`src/rtl/proc_mem_arbiter_pkg.sv`:
```
// Shared types and constants for the processor / DMA data-memory arbiter.
package proc_mem_arb_package;

    localparam int ADDR_W = 8;
    localparam int DATA_W = 8;

    typedef enum logic [1:0] {
        IDLE,
        ACCESS,
        RESP
    } proc_mem_arb_state_t;

    typedef enum logic {
        REQ_PROC = 1'b0,
        REQ_DMA  = 1'b1
    } proc_mem_arb_id_t;

endpackage

```
`src/rtl/proc_mem_arbiter_if.sv`:
```
// Bundle of both requester handshakes plus the single data-memory port.
// The slave modport is the arbiter's view; master is the surrounding system.
interface proc_mem_arbiter_if;
    import proc_mem_arb_package::*;

    // Processor requester
    logic              p_req_sig;
    logic [ADDR_W-1:0] p_addr_sig;
    logic [DATA_W-1:0] p_wdata_sig;
    logic              p_wen_sig;
    logic              p_ack_sig;
    logic [DATA_W-1:0] p_rdata_sig;

    // DMA / debug-loader requester
    logic              d_req_sig;
    logic [ADDR_W-1:0] d_addr_sig;
    logic [DATA_W-1:0] d_wdata_sig;
    logic              d_wen_sig;
    logic              d_ack_sig;
    logic [DATA_W-1:0] d_rdata_sig;

    // Memory port and trace
    logic [ADDR_W-1:0] mem_addr_sig;
    logic [DATA_W-1:0] mem_wdata_sig;
    logic              mem_wen_sig;
    logic [DATA_W-1:0] mem_rdata_sig;
    logic              gnt_id_sig;

    modport slave (
        input  p_req_sig, p_addr_sig, p_wdata_sig, p_wen_sig,
        input  d_req_sig, d_addr_sig, d_wdata_sig, d_wen_sig,
        input  mem_rdata_sig,
        output p_ack_sig, p_rdata_sig, d_ack_sig, d_rdata_sig,
        output mem_addr_sig, mem_wdata_sig, mem_wen_sig, gnt_id_sig
    );

    modport master (
        output p_req_sig, p_addr_sig, p_wdata_sig, p_wen_sig,
        output d_req_sig, d_addr_sig, d_wdata_sig, d_wen_sig,
        output mem_rdata_sig,
        input  p_ack_sig, p_rdata_sig, d_ack_sig, d_rdata_sig,
        input  mem_addr_sig, mem_wdata_sig, mem_wen_sig, gnt_id_sig
    );

endinterface

```
`src/rtl/proc_mem_arbiter_select.sv`:
```
// Combinational winner selection between the processor and DMA requests.
// Build option: PROC_MEM_ARB_RR_EN selects round-robin tie breaking;
// otherwise the processor wins every tie.
module proc_mem_arb_select
    import proc_mem_arb_package::*;
(
    input  logic             p_req_i,
    input  logic             d_req_i,
    input  logic [1:0]       excl_i,   // bit 0 = processor, bit 1 = DMA
    input  proc_mem_arb_id_t last_i,   // requester granted most recently
    output logic             valid_o,
    output proc_mem_arb_id_t win_o
);

    logic p_ok;
    logic d_ok;

    assign p_ok    = p_req_i & ~excl_i[0];
    assign d_ok    = d_req_i & ~excl_i[1];
    assign valid_o = p_ok | d_ok;

`ifndef PROC_MEM_ARB_RR_EN
    // Fixed priority never consults the last-winner pointer.
    logic unused_last;
    assign unused_last = last_i;
`endif

    // Pick the winner among the non-excluded requests.
    always_comb begin
        // NOTE: default first so every path assigns win_o and no latch is inferred.
        win_o = REQ_PROC;
        if (p_ok && d_ok) begin
`ifdef PROC_MEM_ARB_RR_EN
            win_o = (last_i == REQ_PROC) ? REQ_DMA : REQ_PROC;
`else
            win_o = REQ_PROC;
`endif
        end else if (d_ok) begin
            win_o = REQ_DMA;
        end
    end

endmodule

```
`src/rtl/proc_mem_arbiter.sv`:
```
// Shares one registered 8-bit data-memory port between the processor and a
// DMA requester: IDLE -> ACCESS (memory driven) -> RESP (ack + read data).
// Build option: PROC_MEM_ARB_RR_EN (round-robin ties, see the selector).
module proc_mem_arbiter
    import proc_mem_arb_package::*;
(
    input  logic                clk,
    input  logic                rst,
    proc_mem_arbiter_if.slave   bus
);

    proc_mem_arb_state_t state_q, state_d;
    proc_mem_arb_id_t    gnt_q, gnt_d;
    proc_mem_arb_id_t    last_q, last_d;
    logic [ADDR_W-1:0]   mem_addr_q, mem_addr_d;
    logic [DATA_W-1:0]   mem_wdata_q, mem_wdata_d;
    logic                mem_wen_q, mem_wen_d;
    logic                op_wen_q, op_wen_d;     // direction of the access in flight
    logic [DATA_W-1:0]   p_rdata_q, p_rdata_d;
    logic [DATA_W-1:0]   d_rdata_q, d_rdata_d;

    logic [1:0]          excl;
    logic                sel_valid;
    proc_mem_arb_id_t    sel_win;
    logic                grant;
    logic                p_ack;
    logic                d_ack;

    // The requester being acked still holds req this cycle, so hide it from
    // the RESP-state arbitration; this also keeps either side from starving.
    assign excl[0] = (state_q == RESP) && (gnt_q == REQ_PROC);
    assign excl[1] = (state_q == RESP) && (gnt_q == REQ_DMA);

    proc_mem_arb_select u_select (
        .p_req_i (bus.p_req_sig),
        .d_req_i (bus.d_req_sig),
        .excl_i  (excl),
        .last_i  (last_q),
        .valid_o (sel_valid),
        .win_o   (sel_win)
    );

    // Next-state logic: sequence the access, capture read data, latch a new winner.
    always_comb begin
        state_d     = state_q;
        gnt_d       = gnt_q;
        last_d      = last_q;
        mem_addr_d  = mem_addr_q;
        mem_wdata_d = mem_wdata_q;
        mem_wen_d   = 1'b0;
        op_wen_d    = op_wen_q;
        p_rdata_d   = p_rdata_q;
        d_rdata_d   = d_rdata_q;
        grant       = 1'b0;

        case (state_q)
            IDLE: begin
                grant = sel_valid;
            end
            ACCESS: begin
                state_d = RESP;
            end
            RESP: begin
                if (!op_wen_q) begin
                    if (gnt_q == REQ_PROC) p_rdata_d = bus.mem_rdata_sig;
                    else                   d_rdata_d = bus.mem_rdata_sig;
                end
                state_d = IDLE;
                grant   = sel_valid;
            end
            default: state_d = IDLE;
        endcase

        // Latching the winner loads the memory-port registers, so they are
        // presented during ACCESS and hold their values afterwards.
        if (grant) begin
            state_d = ACCESS;
            gnt_d   = sel_win;
            last_d  = sel_win;
            if (sel_win == REQ_PROC) begin
                mem_addr_d  = bus.p_addr_sig;
                mem_wdata_d = bus.p_wdata_sig;
                mem_wen_d   = bus.p_wen_sig;
                op_wen_d    = bus.p_wen_sig;
            end else begin
                mem_addr_d  = bus.d_addr_sig;
                mem_wdata_d = bus.d_wdata_sig;
                mem_wen_d   = bus.d_wen_sig;
                op_wen_d    = bus.d_wen_sig;
            end
        end
    end

    // State and datapath registers; reset abandons any access in flight.
    always_ff @(posedge clk) begin
        if (rst) begin
            // NOTE: sequential state uses non-blocking assignments so every register samples pre-edge values.
            state_q     <= IDLE;
            gnt_q       <= REQ_PROC;
            last_q      <= REQ_DMA;
            mem_addr_q  <= '0;
            mem_wdata_q <= '0;
            mem_wen_q   <= 1'b0;
            op_wen_q    <= 1'b0;
            p_rdata_q   <= '0;
            d_rdata_q   <= '0;
        end else begin
            state_q     <= state_d;
            gnt_q       <= gnt_d;
            last_q      <= last_d;
            mem_addr_q  <= mem_addr_d;
            mem_wdata_q <= mem_wdata_d;
            mem_wen_q   <= mem_wen_d;
            op_wen_q    <= op_wen_d;
            p_rdata_q   <= p_rdata_d;
            d_rdata_q   <= d_rdata_d;
        end
    end

    assign p_ack = (state_q == RESP) && (gnt_q == REQ_PROC);
    assign d_ack = (state_q == RESP) && (gnt_q == REQ_DMA);

    // Memory data arrives in RESP, so a read ack forwards it directly; the
    // holding register takes over from the next cycle.
    assign bus.p_ack_sig     = p_ack;
    assign bus.d_ack_sig     = d_ack;
    assign bus.p_rdata_sig   = (p_ack && !op_wen_q) ? bus.mem_rdata_sig : p_rdata_q;
    assign bus.d_rdata_sig   = (d_ack && !op_wen_q) ? bus.mem_rdata_sig : d_rdata_q;
    assign bus.mem_addr_sig  = mem_addr_q;
    assign bus.mem_wdata_sig = mem_wdata_q;
    assign bus.mem_wen_sig   = mem_wen_q;
    assign bus.gnt_id_sig    = gnt_q;

endmodule

```
`src/flat_wrapper.sv`:
```
// flat-port wrapper written by rule: the top's interface ports become plain ports
module proc_mem_arbiter_flat import proc_mem_arb_package::*;
  (clk, rst, bus_p_req_sig, bus_p_addr_sig, bus_p_wdata_sig, bus_p_wen_sig, bus_d_req_sig, bus_d_addr_sig, bus_d_wdata_sig, bus_d_wen_sig, bus_mem_rdata_sig, bus_p_ack_sig, bus_p_rdata_sig, bus_d_ack_sig, bus_d_rdata_sig, bus_mem_addr_sig, bus_mem_wdata_sig, bus_mem_wen_sig, bus_gnt_id_sig);
  proc_mem_arbiter_if bus_i ();
  input  logic clk;
  input  logic rst;
  input wire logic [$bits(bus_i.p_req_sig)-1:0] bus_p_req_sig;
  input wire logic [$bits(bus_i.p_addr_sig)-1:0] bus_p_addr_sig;
  input wire logic [$bits(bus_i.p_wdata_sig)-1:0] bus_p_wdata_sig;
  input wire logic [$bits(bus_i.p_wen_sig)-1:0] bus_p_wen_sig;
  input wire logic [$bits(bus_i.d_req_sig)-1:0] bus_d_req_sig;
  input wire logic [$bits(bus_i.d_addr_sig)-1:0] bus_d_addr_sig;
  input wire logic [$bits(bus_i.d_wdata_sig)-1:0] bus_d_wdata_sig;
  input wire logic [$bits(bus_i.d_wen_sig)-1:0] bus_d_wen_sig;
  input wire logic [$bits(bus_i.mem_rdata_sig)-1:0] bus_mem_rdata_sig;
  output wire logic [$bits(bus_i.p_ack_sig)-1:0] bus_p_ack_sig;
  output wire logic [$bits(bus_i.p_rdata_sig)-1:0] bus_p_rdata_sig;
  output wire logic [$bits(bus_i.d_ack_sig)-1:0] bus_d_ack_sig;
  output wire logic [$bits(bus_i.d_rdata_sig)-1:0] bus_d_rdata_sig;
  output wire logic [$bits(bus_i.mem_addr_sig)-1:0] bus_mem_addr_sig;
  output wire logic [$bits(bus_i.mem_wdata_sig)-1:0] bus_mem_wdata_sig;
  output wire logic [$bits(bus_i.mem_wen_sig)-1:0] bus_mem_wen_sig;
  output wire logic [$bits(bus_i.gnt_id_sig)-1:0] bus_gnt_id_sig;
  assign bus_i.p_req_sig = bus_p_req_sig;
  assign bus_i.p_addr_sig = bus_p_addr_sig;
  assign bus_i.p_wdata_sig = bus_p_wdata_sig;
  assign bus_i.p_wen_sig = bus_p_wen_sig;
  assign bus_i.d_req_sig = bus_d_req_sig;
  assign bus_i.d_addr_sig = bus_d_addr_sig;
  assign bus_i.d_wdata_sig = bus_d_wdata_sig;
  assign bus_i.d_wen_sig = bus_d_wen_sig;
  assign bus_i.mem_rdata_sig = bus_mem_rdata_sig;
  assign bus_p_ack_sig = bus_i.p_ack_sig;
  assign bus_p_rdata_sig = bus_i.p_rdata_sig;
  assign bus_d_ack_sig = bus_i.d_ack_sig;
  assign bus_d_rdata_sig = bus_i.d_rdata_sig;
  assign bus_mem_addr_sig = bus_i.mem_addr_sig;
  assign bus_mem_wdata_sig = bus_i.mem_wdata_sig;
  assign bus_mem_wen_sig = bus_i.mem_wen_sig;
  assign bus_gnt_id_sig = bus_i.gnt_id_sig;
  proc_mem_arbiter u_core (.clk(clk), .rst(rst), .bus(bus_i));
endmodule
```
`config.mk`:
```
export PLATFORM = sky130hd
export DESIGN_NAME = proc_mem_arbiter_flat
export DESIGN_NICKNAME = d
export VERILOG_FILES = /design/src/rtl/proc_mem_arbiter_pkg.sv /design/src/rtl/proc_mem_arbiter_if.sv /design/src/rtl/proc_mem_arbiter_select.sv /design/src/rtl/proc_mem_arbiter.sv /design/src/flat_wrapper.sv
export SDC_FILE = /design/constraint.sdc
export NUM_CORES = 1
export LEC_CHECK = 0
export CORE_MARGIN = 10
export CORE_UTILIZATION = 39
export DETAILED_ROUTE_END_ITERATION = 8
export PLACE_DENSITY = 0.82
export SLEW_MARGIN = 20
export SYNTH_ARGS = -nofsm -noshare
export SYNTH_HDL_FRONTEND = slang
export SYNTH_SLANG_ARGS = --single-unit
```
`constraint.sdc`:
```
create_clock -name clk -period 4.4 [get_ports clk]
set_input_delay 0.88 -clock clk [delete_from_list [all_inputs] [get_ports clk]]
set_output_delay 0.88 -clock clk [all_outputs]
set_load 0.005 [all_outputs]
```
; Yosys cells after proc, flatten, opt, wreduce, memory -nomap -nowiden
; Index checks and enable logic that the tools add are counted.
[word_totals]
input_bits = 46
output_inout_bits = 36
elab_cells = 42
regBits = 37
[classes]
muxes = 10
n_eq_ne = 3
reduce_logical = 12
bitwise = 8
[ops]
columns = op, n
row1 = 8-bit 2-to-1 mux, 4
row2 = 3-bit AND reduction, 2
row3 = 2-bit OR reduction, 3
row4 = 1-bit logical AND, 5
row5 = 1-bit 2-to-1 mux, 5
row6 = 1-bit inverter, 5
row7 = 2-bit one-hot mux with 2 select lines, 1
row8 = 1-bit AND, 2
row9 = "2-bit by 1-bit == test with 1-bit output, second input constant", 1
row10 = "2-bit == test, second input constant", 1
row11 = 2-bit logical NOT, 1
row12 = "2-bit by 1-bit inequality test with 1-bit output, second input constant", 1
row13 = 1-bit logical NOT, 1
row14 = 1-bit OR, 1

; Longest topological paths before layout
; Gate-level depths: netlist of run 1.
[depth]
word_depth = 8
ltp_mapped = 6

; Modules after synthesis
; Synthesis of run 1 repeated with hierarchy kept, for this count alone.
[unflattened]
hier_cells = 133
area_unflattened_um2 = 1557.7
[by_module_without_submodules]
columns = module, n_inst, seq_area_each_um2, area_per_inst_um2, cells_each
row1 = proc_mem_arbiter, 1, 760.7, 1519.0, 128
row2 = proc_mem_arb_select, 1, 0.0, 38.8, 5

; Least setup slack after synthesis of run 1
; No wires, ideal clock.
[synth_timing]
path_kind = reg-to-output
startpoint = register u_core.state_q[0]
endpoint = output port bus_d_rdata_sig[0]
n_path_buf = 0
slack_ps = 2221
t_arrival_ps = 1299
path_stages_with_launch = 4
cell_sequence = dfxtp_1 > nand2b_2 > nor3b_4 > mux2_2
[synth_between]
elab_chain_cells = 4
[synth_lines]
columns = item, line_no
row1 = "start, declared", proc_mem_arbiter.sv:12  ; proc_mem_arb_state_t state_q, state_d;
row2 = "start signal, assigned", proc_mem_arbiter.sv:108  ; state_q <= state_d;
row3 = 2-bit == test, proc_mem_arbiter.sv:121  ; assign d_ack = (state_q == RESP) && (gnt_q == REQ_DMA);
row4 = 1-bit logical AND, proc_mem_arbiter.sv:121
row5 = 1-bit logical AND, proc_mem_arbiter.sv:128  ; assign bus.d_rdata_sig = (d_ack && !op_wen_q) ? bus.mem_rdata_sig : d_rdata_q;
row6 = 8-bit 2-to-1 mux, proc_mem_arbiter.sv:128
row7 = "end, declared", flat_wrapper.sv:19  ; output wire logic [$bits(bus_i.d_rdata_sig)-1:0] bus_d_rdata_sig;
; Every way passes these cells.

; Worst setup path in the final report of run 1
[layout_timing]
startpoint = register u_core.state_q[0]
endpoint = output port bus_d_rdata_sig[2]
; The elaborated chain is that of the path after synthesis.

==> results of run 1 <==
==> critical path: cells and delay by family (launching register included) <==
family,cells,cell delay [ns]
buffers and inverters,1,0.46
flip-flops,1,0.36
multiplexers,1,0.41
AND/OR/NAND/NOR,2,0.75
==> kinds of logic after synthesis <==
logic type,after synthesis,share of synthesized area [%]
buffers and inverters,11,4.33
AOI/OAI and AO/OA,21,13.7
muxes,33,21.3
and+or+nand+nor,44,15.8
DFF,37,45.0
==> per-stage QoR <==
stage | instances | util, % | cell area, um2 | hold slack [ns] | worst slack, ns
2_1_floorplan | 146 | - | 1650 | 0.470 | 2.22
3_3_place_gp | 271 | 61.3 | 2490 | 0.488 | 1.47
3_5_place_dp | 271 | 61.3 | 2490 | 0.493 | 1.47
4_1_cts | 279 | 64.3 | 2610 | 0.504 | 1.22
5_1_grt | 279 | 64.3 | 2610 | 0.526 | 1.11
6_report | 279 | 64.3 | 2610 | 0.502 | 1.26
==> report_power, final <==
group / internal, uW / total [uW] / switching, uW / leakage (uW)
registers: 358 / 371 / 13.6 / 0.000304
clock network: 184 / 302 / 118 / 0.0000574
logic: 111 / 177 / 66.6 / 0.000630
total: 653 / 851 / 198 / 0.000991
==> registers in the layout, summed over array words and instances (netlist names) <==
name,count
u_core.bus.mem_addr_sig,8
u_core.d_rdata_q,8
u_core.bus.gnt_id_sig,1
u_core.op_wen_q,1
u_core.p_rdata_q,8
u_core.state_q,2
u_core.bus.mem_wen_sig,1
u_core.bus.mem_wdata_sig,8
==> cell type report <==
cell class,instances,share of cell area (%)
clock buffers,6,3.17
multi-input cells,98,32.3
flip-flops and latches,37,28.4
inverters,2,0.288
well taps,50,2.40
clock inverters,2,1.44
repair buffers,84,32.0
==> cells in the final DEF (no fill, tap or decap), types with 2 or more instances in the layout <==
| cell | instances |
|---|---|
| nor2_1 | 18 |
| mux2i_1 | 17 |
| buf_4 | 3 |
| nand2b_1 | 2 |
| inv_1 | 2 |
| a211oi_2 | 10 |
| clkbuf_8 | 6 |
| clkdlybuf4s50_1 | 81 |
| dfxtp_1 | 37 |
| nor3b_1 | 2 |
| mux2_2 | 16 |
| a211oi_4 | 2 |
| nor2b_1 | 18 |
| a211oi_1 | 7 |
==> routing by layer <==
metal | global-route usage (%) | vias to the layer above
li1 | - | 672
met1 | 12.5 | 608
met2 | 20.0 | 42
met3 | 4.49 | 5
met4 | 4.04 | 0
met5 | 0 | -
==> how the worst min path moves through the flow <==
stage                                        endpoint  slack, ns  depth (start not counted)
final                      u_core.bus.mem_addr_sig[7]       0.50                          2
after detailed placement   u_core.bus.mem_addr_sig[7]       0.49                          2
after CTS                  u_core.bus.mem_addr_sig[7]       0.50                          2
after global routing      u_core.bus.mem_wdata_sig[3]       0.53                          2
after floorplan                     u_core.state_q[1]       0.47                          1
after global placement    u_core.bus.mem_wdata_sig[7]       0.49                          2
==> summary.md, run 1 <==
| Metric | Value |
|---|---|
| Uppermost routed layer | met4 |
| Die W | 85 um |
| Unrepaired setup endpoints after global routing | no |
| CP Launch Point | u_core.state_q[0] |
| EDFF count, synth | 0 |
| Clock sink count | 37 |
| Gr usage total | between 10% and 20% |
| Post-synth top cells | 37 x dfxtp_1, 18 x nor2_1, 18 x nor2b_1 |
| Seq/Total Area, Yosys | 45.0% |
| Synth Cell Area | around 1600 um2 |
| Worst r2r src | u_core.state_q[0] |
| Layout cells sized above 1 | around 18% |
| Starting DRT DRC Count | 23 |
| Layout area overhead | 58.2% |
| Avg WL per Cell | between 15 and 20 um |
| Fillers | approximately 340 |
| Avg Inst Size Synth | approximately 11 um2 |
| Startpoint Class | flop |
| R2R Setup Slk | approximately 2.6 ns |
| M1 wire length | approximately 1700 um |
| Largest net degree at the start of global routing | 37 |
| Postcts setup bufs | 0 |
| LEAKAGE | around 0.00099 uW |
| #FFs+latches synth | 37 |
| Starting Density | between 40% and 50% |
| Storage cell area | roughly 740 um2 |
| Routed wl met2 | between 2000 and 2500 um |
| CP endpoint | bus_d_rdata_sig[2] |
| Final clock skew | 0.00554 ns |
| Fin crit period | 3.14 ns |
| Pwr Total | 851 uW |
| Syn Nets | about 190 |
| Final-report max-slew violation count | 0 |
| CP required | 3.52 ns |
| Antenna viol nets, final | 0 |
| Max H-tree Level | 2 |
| Tcrit/Tclk final | 71.4% |
| CTS buffer count | 5 |
| Pre-antenna DRT Iters | 4 |
| Antenna cells | 0 |
| Worst hold path class | flop to flop |
| Yosys cell types | 22 |
| Synth warnings | 0 |
| Final Hold Fails | 0 |
| Post-DP HPWL | 3290 um |
| Crit-path cells | nand2b_2 > nor3b_4 > mux2_2 > clkdlybuf4s50_1 |
| Crit path capture type | output port |
| Reg2reg end | u_core.d_rdata_q[2] |
| Drc violations | 0 |
| Nets | ~270 |
| Area leader, netlist | dfxtp_1 |
| First-pass GRT wire length | between 6000 and 7000 um |
| Yosys top cell area share | about 45% |
| Count leader, synth | dfxtp_1 |
| Vias in the first global route | 1,425 |
| WS Path Type | flop to output port |
| Multi-input gate area | 843 um2 |
| Die ar. | between 7000 and 8000 um2 |
| Synth top area cells | dfxtp_1 45%, mux2_2 11%, mux2i_1 10% |
| Async SR Flop Fraction | 0% |
| # resized after CTS | 0 |
| Largest fanout on the critical path | 8 |
| CP max-delay cell | nor3b_4 |
| Placer congestion estimate | approximately 0.67 |
| Core Footprint | ~4100 um2 |
| DR vias | about 1,300 |
| Highest Clock Rate | between 0.3 and 0.4 GHz |
| Pwr dens | 326 nW/um2 |
| Gr ovfl total | 0 |
| Initial antenna violation count | 0 |
| TNS Setup | 0 ns |
| Longest Clk Path Bufs | 2 |
| I/O Pins | 82 |
| Die height | ~85 um |
| Status | finished clean |
| DR WL met3 | between 300 and 400 um |
| Clk slew on worst S/H paths | around 0.08 ns |
| Top FF cell, synth | dfxtp_1 |
| Worst reg2reg path depth | 4 |
| Std cell rows | 23 |
| Origin of the worst min-delay path | u_core.bus.mem_addr_sig[7] |
| CTS Hold Bufs | 0 |
| I/O Buffers | 81 |
| Max IR drop VDD | around 0.00018 V |
| Via/cell ratio | 4.76 |
| Final WL | 4220 um |
| Max-slew headroom | 55.3% |
| CTS tree | done |
| Final setup violation count | 0 |
| Cells after Synth | 146 |
| WP data arrival | 2.26 ns |
| Slew @ Worst Pin | between 0.6 and 0.7 ns |
| Max-cap viol count | 0 |
| Root Driver | clkbuf_8 |
| Max incr delay on CP | about 0.47 ns |
| Skew-Pair Late Insertion Delay | about 0.28 ns |
Power figures use the tool's default switching activity.
==> inputs of run 2 (changes only) <==
Clock period 4.4 ns to 2.9 ns, I/O delays scaled along.
==> run 2 against run 1 <==
Effect of this change:
- first-iteration DRC count rose by 130%
- wire length rose by 1.2%
- clock power rose by 16%
- critical path depth did not move
- sequential share of layout area fell by 0.12 points
- global-route usage barely moved
- die area did not move
- critical path type unchanged
- largest cell class is now buffers
- highest routed layer unchanged
==> summary.md, run 2 (same netlist as run 1, synthesis figures left out) <==
| Metric | Value |
|---|---|
| Final Hold Fails | 0 |
| Clk slew on worst S/H paths | around 0.070 ns |
| Avg WL per Cell | 15.3 um |
| Antenna viol nets, final | 0 |
| Pwr dens | between 400 and 500 nW/um2 |
| Fin crit period | roughly 2.7 ns |
| CTS tree | done |
| Starting DRT DRC Count | 53 |
| Tcrit/Tclk final | ~94% |
| Clock sink count | 37 |
| Root Driver | clkbuf_8 |
| Final setup violation count | 0 |
| CTS buffer count | 5 |
| Nets | 275 |
| Worst reg2reg path depth | 5 |
| Highest Clock Rate | 0.366 GHz |
| Largest fanout on the critical path | 8 |
| Skew-Pair Late Insertion Delay | between 0.2 and 0.3 ns |
| Layout area overhead | 58.9% |
| Unrepaired setup endpoints after global routing | no |
| Final clock skew | between 0.006 and 0.007 ns |
| Startpoint Class | flop |
| Die ar. | a little over 7000 um2 |
| Std cell rows | 23 |
| Max H-tree Level | 2 |
| Starting Density | approximately two fifths |
| Most common cell after layout, fill and taps aside | clkdlybuf4s50_1 |
| TNS Setup | 0 ns |
| Placer congestion estimate | approximately 0.81 |
| DR vias | approximately 1,300 |
| Max IR drop VDD | around 0.00030 V |
| WS Path Type | flop to output port |
| I/O Pins | between 80 and 90 |
| # resized after CTS | 0 |
| Worst hold path class | flop to flop |
| Final Hold Slack | 0.503 ns |
| Drc violations | 0 |
| Via/cell ratio | approximately 4.8 |
| CP required | around 2.3 ns |
| Hold-critical path depth | 2 |
| CTS Hold Bufs | 0 |
| Largest net degree at the start of global routing | 37 |
| WP data arrival | 2.16 ns |
| Commonest cells after routing, fill and taps aside | 81 x clkdlybuf4s50_1, 37 x dfxtp_1, 18 x nor2_1, 18 x nor2b_1, 17 x mux2i_1 |
| Post-DP HPWL | approximately 3300 um |
| LEAKAGE | ~0.001 uW |
| Layout cells sized above 1 | 17.9% |
| Fillers | roughly 340 |
| Max-cap viol count | 0 |
| Max-slew headroom | between 50 and 60% |
| Antenna cells | 0 |
| Status | finished clean |
| Initial antenna violation count | 0 |
| Multi-input gate area | about 840 um2 |
| Core Footprint | about 4000 um2 |
| Pre-antenna DRT Iters | 2 |
| I/O Buffers | just over 80 |
| Longest Clk Path Bufs | 2 |
| Die W | around 85 um |
| Gr usage total | 11.6% |
| Final WL | about 4300 um |
| Crit path capture type | output port |
| Vias in the first global route | between 1,000 and 1,500 |
| Storage cell area | between 700 and 800 um2 |
| First-pass GRT wire length | approximately 7000 um |
| Die height | roughly 85 um |
| Slew @ Worst Pin | about 0.7 ns |
| Final-report max-slew violation count | 0 |
| Gr ovfl total | 0 |
[run 2: metal layers]
| metal | GRT usage [%] | share of wire [%] |
|---|---|---|
| met5 | 0 | 0 |
| met4 | 4.04 | 1.4 |
| met3 | 4.21 | 6.9 |
| met2 | 20.1 | 51 |
| met1 | 12.7 | 41 |
[run 2: layout make-up]
cell class                      count  share of cell area, %
Inverter                            2                  0.287
Multi-Input combinational cell     98                   32.2
Timing Repair Buffer               85                   33.5
Sequential cell                    37                   28.3
Clock buffer                        7                   3.30
Tap cell                           50                   2.39
[run 2: worst paths after layout]
kind,start,endpoint,slack [ns]
max,u_core.state_q[0],bus_p_rdata_sig[7],0.16
min,u_core.bus.mem_wdata_sig[7],u_core.bus.mem_wdata_sig[7],0.50
max reg2reg,u_core.state_q[0],u_core.bus.mem_wdata_sig[1],1.17
min reg2reg,u_core.bus.mem_wdata_sig[7],u_core.bus.mem_wdata_sig[7],0.50
[run 2: worst max-delay path: stages, from the launching register on]
cell             delay, ns
dfxtp_1               0.35
nand2b_2              0.28
nor3_4                0.38
mux2_2                0.39
clkdlybuf4s50_1       0.48
[run 2: power by group]
part / leakage, uW / switching, uW / internal [uW]
clock network: 0.0000443 / 163 / 188
logic: 0.000648 / 103 / 175
registers: 0.000304 / 20.7 / 543
[run 2: stage by stage]
| step | std cells | utilization, % | total power [uW] | worst slack, ns | cell area, um2 |
|---|---|---|---|---|---|
| after floorplan | 146 | - | 700 | 1.02 | 1650 |
| after global placement | 271 | 61.9 | 853 | 0.415 | 2510 |
| after detailed placement | 271 | 61.9 | 858 | 0.399 | 2510 |
| after CTS | 278 | 64.0 | 1210 | 0.0837 | 2600 |
| after global routing | 279 | 64.5 | 1260 | 0.0707 | 2620 |
| final | 279 | 64.5 | 1190 | 0.164 | 2620 |
[run 2: what timing repair did]
action                                  CTS  global route
endpoints found under the setup margin    0             8
buffers inserted                          0             1
endpoints found under the hold margin     0             0
